<file path="config.mk">
export PLATFORM = sky130hd
export DESIGN_NAME = lif_sweep_scheduler
export DESIGN_NICKNAME = d
export VERILOG_FILES = /design/src/rtl/lif_sweep_scheduler.sv
export SDC_FILE = /design/constraint.sdc
export NUM_CORES = 1
export LEC_CHECK = 0
export CAP_MARGIN = 10
export CORE_AREA = 8 8 188 172
export CTS_CLUSTER_DIAMETER = 30
export DETAILED_ROUTE_END_ITERATION = 16
export DIE_AREA = 0 0 196 180
export HOLD_SLACK_MARGIN = 0.1
export PLACE_DENSITY = 0.66
export SETUP_SLACK_MARGIN = 0.02
export SYNTH_ARGS = -nofsm -noshare
export SYNTH_HDL_FRONTEND = slang
export SYNTH_SLANG_ARGS = --single-unit
</file>
<file path="constraint.sdc">
create_clock -name clk -period 5.34 [get_ports clk]
set_clock_uncertainty 0.1 [all_clocks]
set_input_delay 1.335 -clock clk [delete_from_list [all_inputs] [get_ports clk]]
set_output_delay 1.335 -clock clk [all_outputs]
set_load 0.03 [all_outputs]
</file>
<file path="src/rtl/lif_sweep_scheduler.sv">
// lif_sweep_scheduler: one shared LIF update datapath swept across N_NEURONS virtual neurons per tick.
// Optional per-neuron refractory counters are built when REFRACTORY_EN is defined.
module lif_sweep_scheduler #(
    parameter int unsigned N_NEURONS = 16,
    parameter int unsigned AW        = 4,
    parameter int unsigned VW        = 8,
    parameter int unsigned GAIN      = 20,
    parameter int unsigned SHIFT     = 3
`ifdef REFRACTORY_EN
    ,
    parameter int unsigned REFRAC    = 4
`endif
) (
    input  logic          clk,
    input  logic          reset,
    input  logic          tick,
    input  logic [VW-1:0] thresh,
    input  logic          cfg_we,
    input  logic [AW-1:0] cfg_addr,
    input  logic [7:0]    cfg_data,
    output logic          spk_valid,
    input  logic          spk_ready,
    output logic [AW-1:0] spk_idx,
    output logic          busy,
    output logic          done,
    output logic          overrun
);
    localparam int unsigned DW = 16;
    localparam int unsigned SW = 18;

    localparam logic [2:0] S_IDLE = 3'd0;
    localparam logic [2:0] S_LOAD = 3'd1;
    localparam logic [2:0] S_CALC = 3'd2;
    localparam logic [2:0] S_EMIT = 3'd3;
    localparam logic [2:0] S_DONE = 3'd4;

    logic [2:0]           state_q, state_d;
    logic [AW-1:0]        idx_q, idx_d;
    logic                 last_c;
    logic [VW-1:0]        thr_q;

    logic [7:0]           i_mem [N_NEURONS];
    logic [VW-1:0]        v_mem [N_NEURONS];
    logic [7:0]           i_ld;
    logic [VW-1:0]        v_ld;
    logic [VW-1:0]        v_nxt_c;
    logic [VW-1:0]        v_wr_c;
    logic [DW-1:0]        drive_c;
    logic signed [SW-1:0] diff_c;
    logic signed [SW-1:0] sum_c;
    logic                 fire_c;
`ifdef REFRACTORY_EN
    localparam int unsigned RW = $clog2(REFRAC + 1);
    logic [RW-1:0]        r_mem [N_NEURONS];
    logic [RW-1:0]        r_ld;
    logic [RW-1:0]        r_wr_c;
`endif

    assign last_c = (idx_q == AW'(N_NEURONS - 1));

    // Shared leaky-integrate datapath; fire decision uses the loaded (old) voltage
    always_comb begin
        v_wr_c  = '0;
`ifdef REFRACTORY_EN
        r_wr_c  = '0;
`endif
        drive_c = DW'(i_ld) * DW'(GAIN);
        diff_c  = $signed(SW'(drive_c)) - $signed(SW'(v_ld));
        sum_c   = $signed(SW'(v_ld)) + (diff_c >>> SHIFT);
        if (sum_c[SW-1])
            v_nxt_c = '0;
        else if (|sum_c[SW-2:VW])
            v_nxt_c = '1;
        else
            v_nxt_c = sum_c[VW-1:0];
`ifdef REFRACTORY_EN
        fire_c = (r_ld == '0) && (v_ld >= thr_q);
        if (r_ld != '0)
            r_wr_c = RW'(r_ld - 1'b1);
        else if (fire_c)
            r_wr_c = RW'(REFRAC);
        else
            v_wr_c = v_nxt_c;
`else
        fire_c = (v_ld >= thr_q);
        if (!fire_c)
            v_wr_c = v_nxt_c;
`endif
    end

    always_comb begin
        state_d = state_q;
        idx_d   = idx_q;
        case (state_q)
            S_IDLE: if (tick) begin
                state_d = S_LOAD;
                idx_d   = '0;
            end
            S_LOAD: state_d = S_CALC;
            S_CALC: begin
                if (fire_c) begin
                    state_d = S_EMIT;
                end else if (last_c) begin
                    state_d = S_DONE;
                end else begin
                    state_d = S_LOAD;
                    idx_d   = AW'(idx_q + 1'b1);
                end
            end
            S_EMIT: if (spk_ready) begin
                if (last_c) begin
                    state_d = S_DONE;
                end else begin
                    state_d = S_LOAD;
                    idx_d   = AW'(idx_q + 1'b1);
                end
            end
            S_DONE:  state_d = S_IDLE;
            default: state_d = S_IDLE;
        endcase
    end

    // Control state and registered status outputs
    always_ff @(posedge clk or negedge reset) begin
        if (!reset) begin
            state_q   <= S_IDLE;
            idx_q     <= '0;
            thr_q     <= '0;
            busy      <= 1'b0;
            done      <= 1'b0;
            spk_valid <= 1'b0;
            spk_idx   <= '0;
            overrun   <= 1'b0;
        end else begin
            state_q   <= state_d;
            idx_q     <= idx_d;
            busy      <= (state_d == S_LOAD) || (state_d == S_CALC) || (state_d == S_EMIT);
            done      <= (state_d == S_DONE);
            spk_valid <= (state_d == S_EMIT);
            if (state_d == S_EMIT)
                spk_idx <= idx_q;
            if (state_q == S_IDLE && tick)
                thr_q <= thresh;
            if (state_q != S_IDLE && tick)
                overrun <= 1'b1;
        end
    end

    // Per-neuron state arrays and the LOAD pipeline registers
    always_ff @(posedge clk or negedge reset) begin
        if (!reset) begin
            for (int k = 0; k < int'(N_NEURONS); k++) begin
                i_mem[k] <= '0;
                v_mem[k] <= '0;
`ifdef REFRACTORY_EN
                r_mem[k] <= '0;
`endif
            end
            i_ld <= '0;
            v_ld <= '0;
`ifdef REFRACTORY_EN
            r_ld <= '0;
`endif
        end else begin
            if (cfg_we && (32'(cfg_addr) < N_NEURONS))
                i_mem[cfg_addr] <= cfg_data;
            if (state_q == S_LOAD) begin
                i_ld <= i_mem[idx_q];
                v_ld <= v_mem[idx_q];
`ifdef REFRACTORY_EN
                r_ld <= r_mem[idx_q];
`endif
            end
            if (state_q == S_CALC) begin
                v_mem[idx_q] <= v_wr_c;
`ifdef REFRACTORY_EN
                r_mem[idx_q] <= r_wr_c;
`endif
            end
        end
    end

endmodule

</file>
## After elaboration in Yosys (flattened, before gate mapping)

Cells that the tools add are included.

| cells by class | value |
|---|---|
| $add $sub $neg | 3 |
| multipliers | 1 |
| $lt $le $gt $ge | 5 |
| eq/ne operators | 11 |
| mux-type cells | 25 |
| bitwise logic cells | 2 |
| reduce and logical (&&, ||, !) cells | 11 |

Operators with widths:

| operator | count |
|---|---|
| 128-bit bitwise mux | 2 |
| 8-bit 2-to-1 mux | 9 |
| 8-bit binary-select mux with 4-bit select | 2 |
| 8-bit demux with 4-bit select | 2 |
| 4-bit 2-to-1 mux | 4 |
| 13-bit by 8-bit subtractor with 14-bit output | 1 |
| 9-bit by 11-bit adder with 12-bit output | 1 |
| 3-bit by 2-bit equality test with 1-bit output (second input constant) | 4 |
| 3-bit 2-to-1 mux | 4 |
| 3-bit case mux with 4 select lines | 1 |
| 4-bit case mux with 3 select lines | 1 |
| 8-bit by 3-bit multiplier with 11-bit output (second input constant) | 1 |
| 5-bit greater-or-equal comparator (second input constant) | 2 |
| 5-bit by 1-bit < comparator with 1-bit output (second input constant) | 2 |
| 4-bit inverter with 5-bit output | 2 |
| 9-bit OR reduction | 1 |
| 8-bit greater-or-equal comparator | 1 |
| 3-bit by 1-bit equality test with 1-bit output (second input constant) | 2 |
| 2-bit != test (second input constant) | 3 |
| 3-bit nonzero test | 2 |
| 4-bit by 1-bit adder with 4-bit output (second input constant) | 1 |
| 4-bit equality test (second input constant) | 1 |
| 1-bit logical AND | 4 |
| 4-bit AND reduction | 1 |
| other kinds (3) | 4 |

| storage, ports and cells | value |
|---|---|
| register bits | 295 |
| input bits | 25 |
| output and inout bits | 8 |

## Longest topological paths before layout

Gate-level depths: netlist of the first run.

| depth | value |
|---|---|
| depth in word-level cells | 8 |
| gate-level depth with buffers | 20 |
| mapped depth without buffers | 18 |

## Least setup slack after synthesis of the first run

OpenSTA, ideal clock, no wires.

| timing path | value |
|---|---|
| path kind | register -> register |
| start | register i_ld[3] |
| end | register v_mem[100] in the netlist's numbering |
| setup time | 83 ps |
| arrival time | 4417 ps |
| data required time | 5157 ps |
| setup slack | 740 ps |
| stages on the path, launching flop included | 18 |
| clock period less this slack | 4600 ps |
| cell sequence | dfrtp_1 > ha_1 > ha_1 > fa_1 > ha_1 > and3_1 > o21ai_0 > a31oi_1 > nor2_1 > xor2_1 > ha_1 > o21ai_0 > a22o_1 > or4b_2 > nand2_1 > a211oi_2 > buf_2 > o21ai_0 |

| on the way | value |
|---|---|
| longest elaborated chain between the ends | 8 |

RTL lines:

| what | RTL line | RTL |
|---|---|---|
| from (decl) | 44 | `logic [7:0] i_ld;` |
| from (signal assigned) | 168 | `i_ld <= i_mem[idx_q];` |
| 8-bit by 3-bit multiplier with 11-bit output * | 67 | `drive_c = DW'(i_ld) * DW'(GAIN);` |
| 13-bit by 8-bit subtractor with 14-bit output * | 68 | `diff_c = $signed(SW'(drive_c)) - $signed(SW'(v_ld));` |
| 9-bit by 11-bit adder with 12-bit output * | 69 | `sum_c = $signed(SW'(v_ld)) + (diff_c >>> SHIFT);` |
| 9-bit OR reduction | 72 | `else if (\|sum_c[SW-2:VW])` |
| 8-bit 2-to-1 mux | 72 |  |
| 8-bit 2-to-1 mux * | 70 | `if (sum_c[SW-1])` |
| 8-bit 2-to-1 mux * | 86 | `if (!fire_c)` |
| 128-bit bitwise mux * | 175 | `v_mem[idx_q] <= v_wr_c;` |
| to (signal, indexed assignment) | 175 |  |
| to (decl) | 43 | `logic [VW-1:0] v_mem [N_NEURONS];` |

Every way passes the cells marked *; elsewhere a longest branch is shown, timed or not.
A chain may end at the register's enable or synchronous reset.

## Worst setup path after layout of the first run

| timing path | value |
|---|---|
| start | register i_ld[3] |
| end | register v_mem[98] in the netlist's numbering |

Same word-level chain as after synthesis.

==> flow_summary.ini, run 1 <==
[status]
status = complete, no violations

[routing]
postRouteAntennaNets = 0
wirelength_um = 33700
drtIter0Drc = 622
drtPass1Iterations = 5
drc = 0
viasPerCell = 5.83
via_count = 9275
wl_per_cell_um = 21.2

[cts]
cts.sinks = 295
numCtsBuffers = 61
post_cts_buffers = 0
cts_resized = 0
path_clk_slew_ps = 50
clk_latency_ps = 570
cts_root_buf = clkbuf_16
cts_max_level = 2
cts.path.max_buffers = 3
cts_hold_buffers = 0
cts_tree = built

[setup_path]
worstPathArrival_ps = 5400
critical-path-slowest-cell = a211oi_2
critPathMaxStageDelay_ps = 910
critPathLaunchType = register
cp.depth = 16
crit_family = adder cells
timing.critical_path.buf_inv = 0
crit_chain = ha_1 > ha_1 > fa_1 > ha_1 > and3_1 > o21ai_0 > a31oi_1 > nor2_1 > xor2_1 > ha_1 > nor3_1 > nand3_1 > nor3b_1 > mux2i_2 > a211oi_2 > o21ai_0
rr_worst_depth = 16
cp-end-kind = register
crit_top_cell = ha_1
crit_fanout = 16
worstSetupPathType = reg -> reg
cp.required_ps = 5640

[min_path]
hold_path_depth = 1
hp-class = reg -> reg

[global_route]
use_met1_pct = 27.8
grt_pass1_vias = 9547
met3_usage_pct = 4.35
gr-usage-all-layers_pct = 19.3
grt_use_met2_pct = 29.1
grt_pass1_wl_um = 53800
antenna_found_initial = 0
grt_overflow = 0
grt_max_degree = 119
grt.busiest_layer = met2

[floorplanning]
die_area_sq_um = 35300
rows = 60
die_w_um = 196
die_h_um = 180
coreArea_sq_um = 29300
initial_core_util_pct = 48.9
io_pins = 33

[sta]
final-max-slew-violation-count = 0
rsz0062_at_grt = yes
setup_viol = 0
hold_violations = 0
finalCritPeriodShare_pct = 95.5
slew-limit-headroom_pct = 24.4
worstMarginPinSlew_ps = 1130
setup_tns_ps = 0
post-route-min-period_ps = 5100
fmax_mhz = 196

[synthesis]
synth-seq-area-share_pct = 51.5
ys_top_cells_by_area = dfrtp_1, mux2_2, mux4_2
synth_fp_nets = 1184
synth_cells = 1118
ys_ff_latch = 295
synth_most_common_cell = dfrtp_1
async_reset_ff_share_pct = 100
syn-mean-instance-area_sq_um = 12.8
netlist_area_sq_um = 14300
yosysTopAreaCell = dfrtp_1
yosysWarningCount = 0
synth_edf_count = 0
ys.flop_type = dfrtp_1
synth_top_area_share_pct = 51.5
synth_cell_types = 57
synth_commonest_cells = dfrtp_1, mux2_2, nand2_1

[layout]
antennaDiodeCount = 0
nets = 1233
layout-drive-gt1-share_pct = 33.4
area_growth_pct = 21.0
nFillCells = 2264
layout.cells.non_filler = 1590
multiInputGateArea_sq_um = 6620
final-seq-area_sq_um = 7390

[placement]
dp_hpwl_um = 21600
io_buffer_count = 32
gp_congestion = 0.852
dp.cells = 1476

[run]
cap_violations = 0
==> cells by family (layout without fill, tap and decap cells) <==
kind of cell,count (synthesis),in the layout,synth area share [%]
DFF,295,295,51.5
adders and majority gates,41,41,3.69
xor gates and xnor gates,15,15,0.969
muxes,254,254,26.3
and+or+nand+nor,234,234,7.20
buffers and inverters,90,190,2.45
AOI/OAI and AO/OA,189,189,7.91
==> placed cells by master (no fill, tap or decap), drive strengths merged, types with 8 or more instances in the layout <==
master	n
a211oi	12
clkinv	16
nand2	89
bufinv	12
nand2b	9
clkinvlp	8
dfrtp	295
inv	27
nor2	82
buf	22
mux2	172
a21o	9
clkbuf	74
ha	39
xnor2	8
clkdlybuf4s50	31
a21oi	59
nand3	16
mux4	80
o21ai	85
==> worst register-to-register path: stages (launching register included) <==
cell	delay, ps
dfrtp_1	400
ha_1	300
ha_1	240
fa_1	440
ha_1	350
and3_1	160
o21ai_0	110
a31oi_1	280
nor2_1	80
xor2_1	150
ha_1	240
nor3_1	270
nand3_1	110
nor3b_1	280
mux2i_2	290
a211oi_2	910
o21ai_0	230
==> final cells by class <==
cell class                      instances  area share, %
Sequential cell                       295           42.6
Multi-Input combinational cell        733           38.2
Clock buffer                           74           9.78
Clock inverter                         40           3.35
Timing Repair Buffer                   53           2.86
Tap cell                              372           2.69
Inverter                               23          0.498
==> state kept, by name, summed over array words and instances (netlist names), 3 cells and up <==
register and cells:
i_mem 128, v_mem 128, i_ld 8, thr_q 8
v_ld 8, idx_q 4, spk_idx 4, state_q 3
==> through the flow <==
step / util (%) / instance area [sq um] / setup WS, ps / hold WS, ps
after global routing: 59.2 / 17300 / -153 / 393
after CTS: 59.1 / 17300 / 172 / 376
after detailed placement: 51.4 / 15000 / 183 / 365
after floorplan: - / 14300 / 740 / 345
final: 59.2 / 17300 / 240 / 374
after global placement: 51.4 / 15000 / 229 / 350
==> path summary, 6_finish.rpt <==
check	start	end	slack (ps)
min	overrun	overrun	370
max reg2reg	i_ld[3]	v_mem[98]	240
max	i_ld[3]	v_mem[98]	240
max in group asynchronous	reset	i_mem[80]	3350
min in group asynchronous	reset	i_mem[123]	730
min reg2reg	overrun	overrun	370
==> routing by layer <==
layer / wire length, um / share of wire, %
met4: 635 / 1.9
met1: 15700 / 47
met2: 15300 / 45
met3: 2060 / 6.1
met5: 0 / 0
Power of run 1 is left out: the tool's default activity adds up to more than one toggle a clock period on the data nets, which glitch-free logic cannot reach.
==> run 2, diff against run 1 <==
--- a/config.mk
+++ b/config.mk
@@ -13,3 +13,3 @@
 export HOLD_SLACK_MARGIN = 0.1
-export PLACE_DENSITY = 0.66
+export PLACE_DENSITY = 0.76
 export SETUP_SLACK_MARGIN = 0.02
==> constraint.sdc (replaced) <==
create_clock -name clk -period 5.34 [get_ports clk]
set_clock_uncertainty 0.1 [all_clocks]
set_input_delay 1.602 -clock clk [delete_from_list [all_inputs] [get_ports clk]]
set_output_delay 1.602 -clock clk [all_outputs]
set_load 0.03 [all_outputs]
==> flow_summary.ini, run 2 (same netlist as run 1, synthesis figures left out) <==
[setup_path]
worstPathArrival_ps = 5410
cp.required_ps = 5670
crit_fanout = 16
critPathLaunchType = register
worstSetupPathType = reg -> reg
cp-end-kind = register

[sta]
final-max-slew-violation-count = 0
setup_viol = 0
slew-limit-headroom_pct = 17.9
post-route-min-period_ps = 5080
worstMarginPinSlew_ps = 1230
setup_tns_ps = 0
hold_violations = 0
finalCritPeriodShare_pct = 95.2
fmax_mhz = 197
rsz0062_at_grt = no

[cts]
cts_tree = built
cts.path.max_buffers = 3
path_clk_slew_ps = 50
cts_hold_buffers = 0
clk_latency_ps = 560
cts_max_level = 2
cts.sinks = 295
cts_root_buf = clkbuf_16
numCtsBuffers = 57

[floorplanning]
initial_core_util_pct = 48.9
io_pins = 33
die_area_sq_um = 35300
die_h_um = 180
coreArea_sq_um = 29300
die_w_um = 196
rows = 60

[global_route]
grt_max_degree = 127
grt_pass1_wl_um = 54700
grt_pass1_vias = 9851
grt_overflow = 0
antenna_found_initial = 1
gr-usage-all-layers_pct = 19.5

[run]
cap_violations = 0

[routing]
via_count = 9400
dr_wl_met3_um = 2390
viasPerCell = 5.95
drtIter0Drc = 904
wirelength_um = 33900
top_layer = met5
postRouteAntennaNets = 0
drc = 0
route.met2.wl_um = 15800
drtPass1Iterations = 7
wl_per_cell_um = 21.5
wl_met1_um = 14900

[placement]
dp_hpwl_um = 21400
io_buffer_count = 32
gp_congestion = 0.888
dpl_cell_area_sq_um = 15000

[layout]
final_common_cell = dfrtp_1
layout-drive-gt1-share_pct = 32.3
area_growth_pct = 19.5
antennaDiodeCount = 0
nets = 1227
largestRegisters = i_mem (128), v_mem (128)
most-common-layout-cells = dfrtp_1, mux2_2, nand2_1, nor2_1, mux4_2
fin_area_sq_um = 17100

[min_path]
hp-class = reg -> reg

[status]
status = complete, no violations
[run 2: cell count changes in the layout (fill, tap and decap cells not counted), moves of 4 or more]
cell        change
clkbuf_1        +6
clkinvlp_4      -4
a211oi_4        +4
bufinv_16       -4
buf_4           -4
a211oi_2        -4
clkbuf_16       -4
[run 2: path summary, 6_finish.rpt]
path,start,endpoint,slack (ps),cells past startpoint
max in group asynchronous,reset,i_mem[119],3120,2
min in group asynchronous,reset,i_mem[88],1040,1
max,i_ld[3],v_mem[103],260,16
max reg2reg,i_ld[3],v_mem[103],260,16
min reg2reg,v_mem[39],v_mem[39],370,2
min,v_mem[39],v_mem[39],370,2
[run 2: what timing repair did]
action                     in CTS  in global routing
resized for setup               0                  8
setup endpoints to repair       0                 96
buffers inserted                0                  1
[run 2: through the flow]
stage,std cells,setup slack (ps),utilization (%),hold slack (ps)
after global routing,1579,32.5,58.5,387
after detailed placement,1473,235,51.3,367
after global placement,1473,366,51.3,355
final,1579,257,58.5,375
after floorplan,1118,740,-,345
after CTS,1578,118,58.2,376
[run 2: critical path: stages (launching register included)]
cell and delay [ps]:
dfrtp_1 410, ha_1 310, ha_1 240, fa_1 440, ha_1 350, and3_1 170
o21ai_0 100, a31oi_1 290, nor2_1 90, xor2_1 150, ha_1 360, o21ai_0 180
a22o_1 270, or4b_2 680, nand2_2 310, a211oi_4 210, o21ai_0 310
[run 2: cell type report]
type                    count  area (sq um)
clock buffers              75          1600
clock inverters            30           405
fillers                  2212         12200
inverters                  23          86.3
multi-input cells         733          6660
flip-flops and latches    295          7390
well taps                 372           465
repair buffers             51           505
[run 2: routing by layer]
metal / vias to the layer above / global-route usage [%]
met5: - / 0
met4: 2 / 6.52
met3: 72 / 5.15
met2: 279 / 30.2
met1: 4877 / 26.4
li1: 4170 / -
Power of run 2 is left out for the same reason.
==> run 3, diff against run 2 <==
Settings changed: CORE_AREA 8 8 188 172 to 8 8 137 235, CTS_CLUSTER_DIAMETER 30 to default, DIE_AREA 0 0 196 180 to 0 0 145 243.
==> flow_summary.ini, run 3 (same netlist as run 1, synthesis figures left out) <==
[placement]
dpl_cell_area_sq_um = 15100
io_buffer_count = 32
gp_congestion = 0.877
dp_hpwl_um = 22000

[floorplanning]
io_pins = 33
coreArea_sq_um = 29000
die_area_sq_um = 35200
die_w_um = 145
rows = 83
die_h_um = 243
initial_core_util_pct = 49.4

[min_path]
hold_path_depth = 1
hp-class = reg -> reg
hp-start = overrun
hold_path_end = overrun

[global_route]
grt_max_degree = 120
grt_pass1_vias = 9777
grt_pass1_wl_um = 52400
antenna_found_initial = 0
gr-usage-all-layers_pct = 18.6
grt_overflow = 0

[cts]
cts.sinks = 295
cts_tree = built
cts_root_buf = clkbuf_16
cts.path.max_buffers = 3
numCtsBuffers = 28
clk_latency_ps = 550
cts_max_level = 1
path_clk_slew_ps = 60

[routing]
via_count = 9066
viasPerCell = 5.90
drc = 0
drtIter0Drc = 565
drtPass1Iterations = 5
wirelength_um = 32200
wl_per_cell_um = 20.9
postRouteAntennaNets = 0

[setup_path]
worstPathArrival_ps = 5380
startpoint = i_ld[3]
cp-end-kind = register
timing.rr.start = i_ld[3]
worstSetupPathType = reg -> reg
crit_fanout = 16
rr_worst_depth = 17
cp.required_ps = 5670
ff2ff_setup_slack_ps = 290
reg2reg_to = v_mem[52]
critPathLaunchType = register

[layout]
nFillCells = 2314
utilization_pct = 55.4
nets = 1202
final-seq-area_sq_um = 7390
fin_area_sq_um = 16100
final_common_cell = dfrtp_1
most-common-layout-cells = dfrtp_1, mux2_2, nand2_1, nor2_1, mux4_2
antennaDiodeCount = 0
largestRegisters = i_mem (128), v_mem (128)
multiInputGateArea_sq_um = 6660
area_growth_pct = 12.1
layout-drive-gt1-share_pct = 29.3

[status]
status = complete, no violations

[sta]
final-max-slew-violation-count = 0
setup_tns_ps = 0
setup_viol = 0
slew-limit-headroom_pct = 23.7
worstMarginPinSlew_ps = 1140
finalCritPeriodShare_pct = 94.6
fmax_mhz = 198
hold_violations = 0
post-route-min-period_ps = 5050
rsz0062_at_grt = yes

[run]
cap_violations = 0
-- run 3: metal layers --
metal	up-vias	share of wire, %	global-route usage (%)	routed length [um]
met3	82	4.0	2.09	1290
met1	4663	39	21.3	12500
met4	0	4.7	9.08	1510
met5	-	0	0	0
met2	228	52	33.7	16900
li1	4093	-	-	-
-- run 3: stage by stage --
step | hold slack [ps] | cells | worst slack [ps]
2_1_floorplan | 345 | 1118 | 740
3_3_place_gp | 354 | 1486 | 284
3_5_place_dp | 358 | 1486 | 102
4_1_cts | 373 | 1535 | 123
5_1_grt | 395 | 1537 | -21.8
6_report | 373 | 1537 | 286
-- run 3: worst max-delay path by stage --
| stage | endpoint | slack (ps) | cells past startpoint |
|---|---|---|---|
| after floorplan | v_mem[100] | 740 | 17 |
| after global placement | v_mem[59] | 280 | 16 |
| after detailed placement | v_mem[91] | 100 | 17 |
| after CTS | v_mem[83] | 120 | 17 |
| after global routing | v_mem[52] | -20 | 16 |
| final | v_mem[52] | 290 | 17 |
-- run 3: what timing repair did --
item / in CTS / in global routing
hold buffers: 0 / 0
gates resized for setup: 0 / 8
setup buffers: 0 / 2
endpoints found under the setup margin: 0 / 89
-- run 3: cell type report --
type / instances / area share, %
sequential: 295 / 46.0
clock buffer: 39 / 4.94
tap: 382 / 2.98
inverter: 23 / 0.537
clock inverter: 10 / 0.849
multi-input combinational: 733 / 41.5
timing repair buffer: 55 / 3.26
-- run 3: worst max-delay path: stages (launching register included) --
cell and delay (ps):
dfrtp_1 410, ha_1 310, ha_1 240, fa_1 440, ha_1 340, and3_1 180, o21ai_0 100, nand2_1 100
xnor2_1 180, ha_1 300, o21ai_0 90, nor2_1 90, o21ai_0 300, a22o_1 300, or4b_2 680, nand2_2 300
a211oi_4 210, o21ai_0 270
Power of run 3 is left out for the same reason.
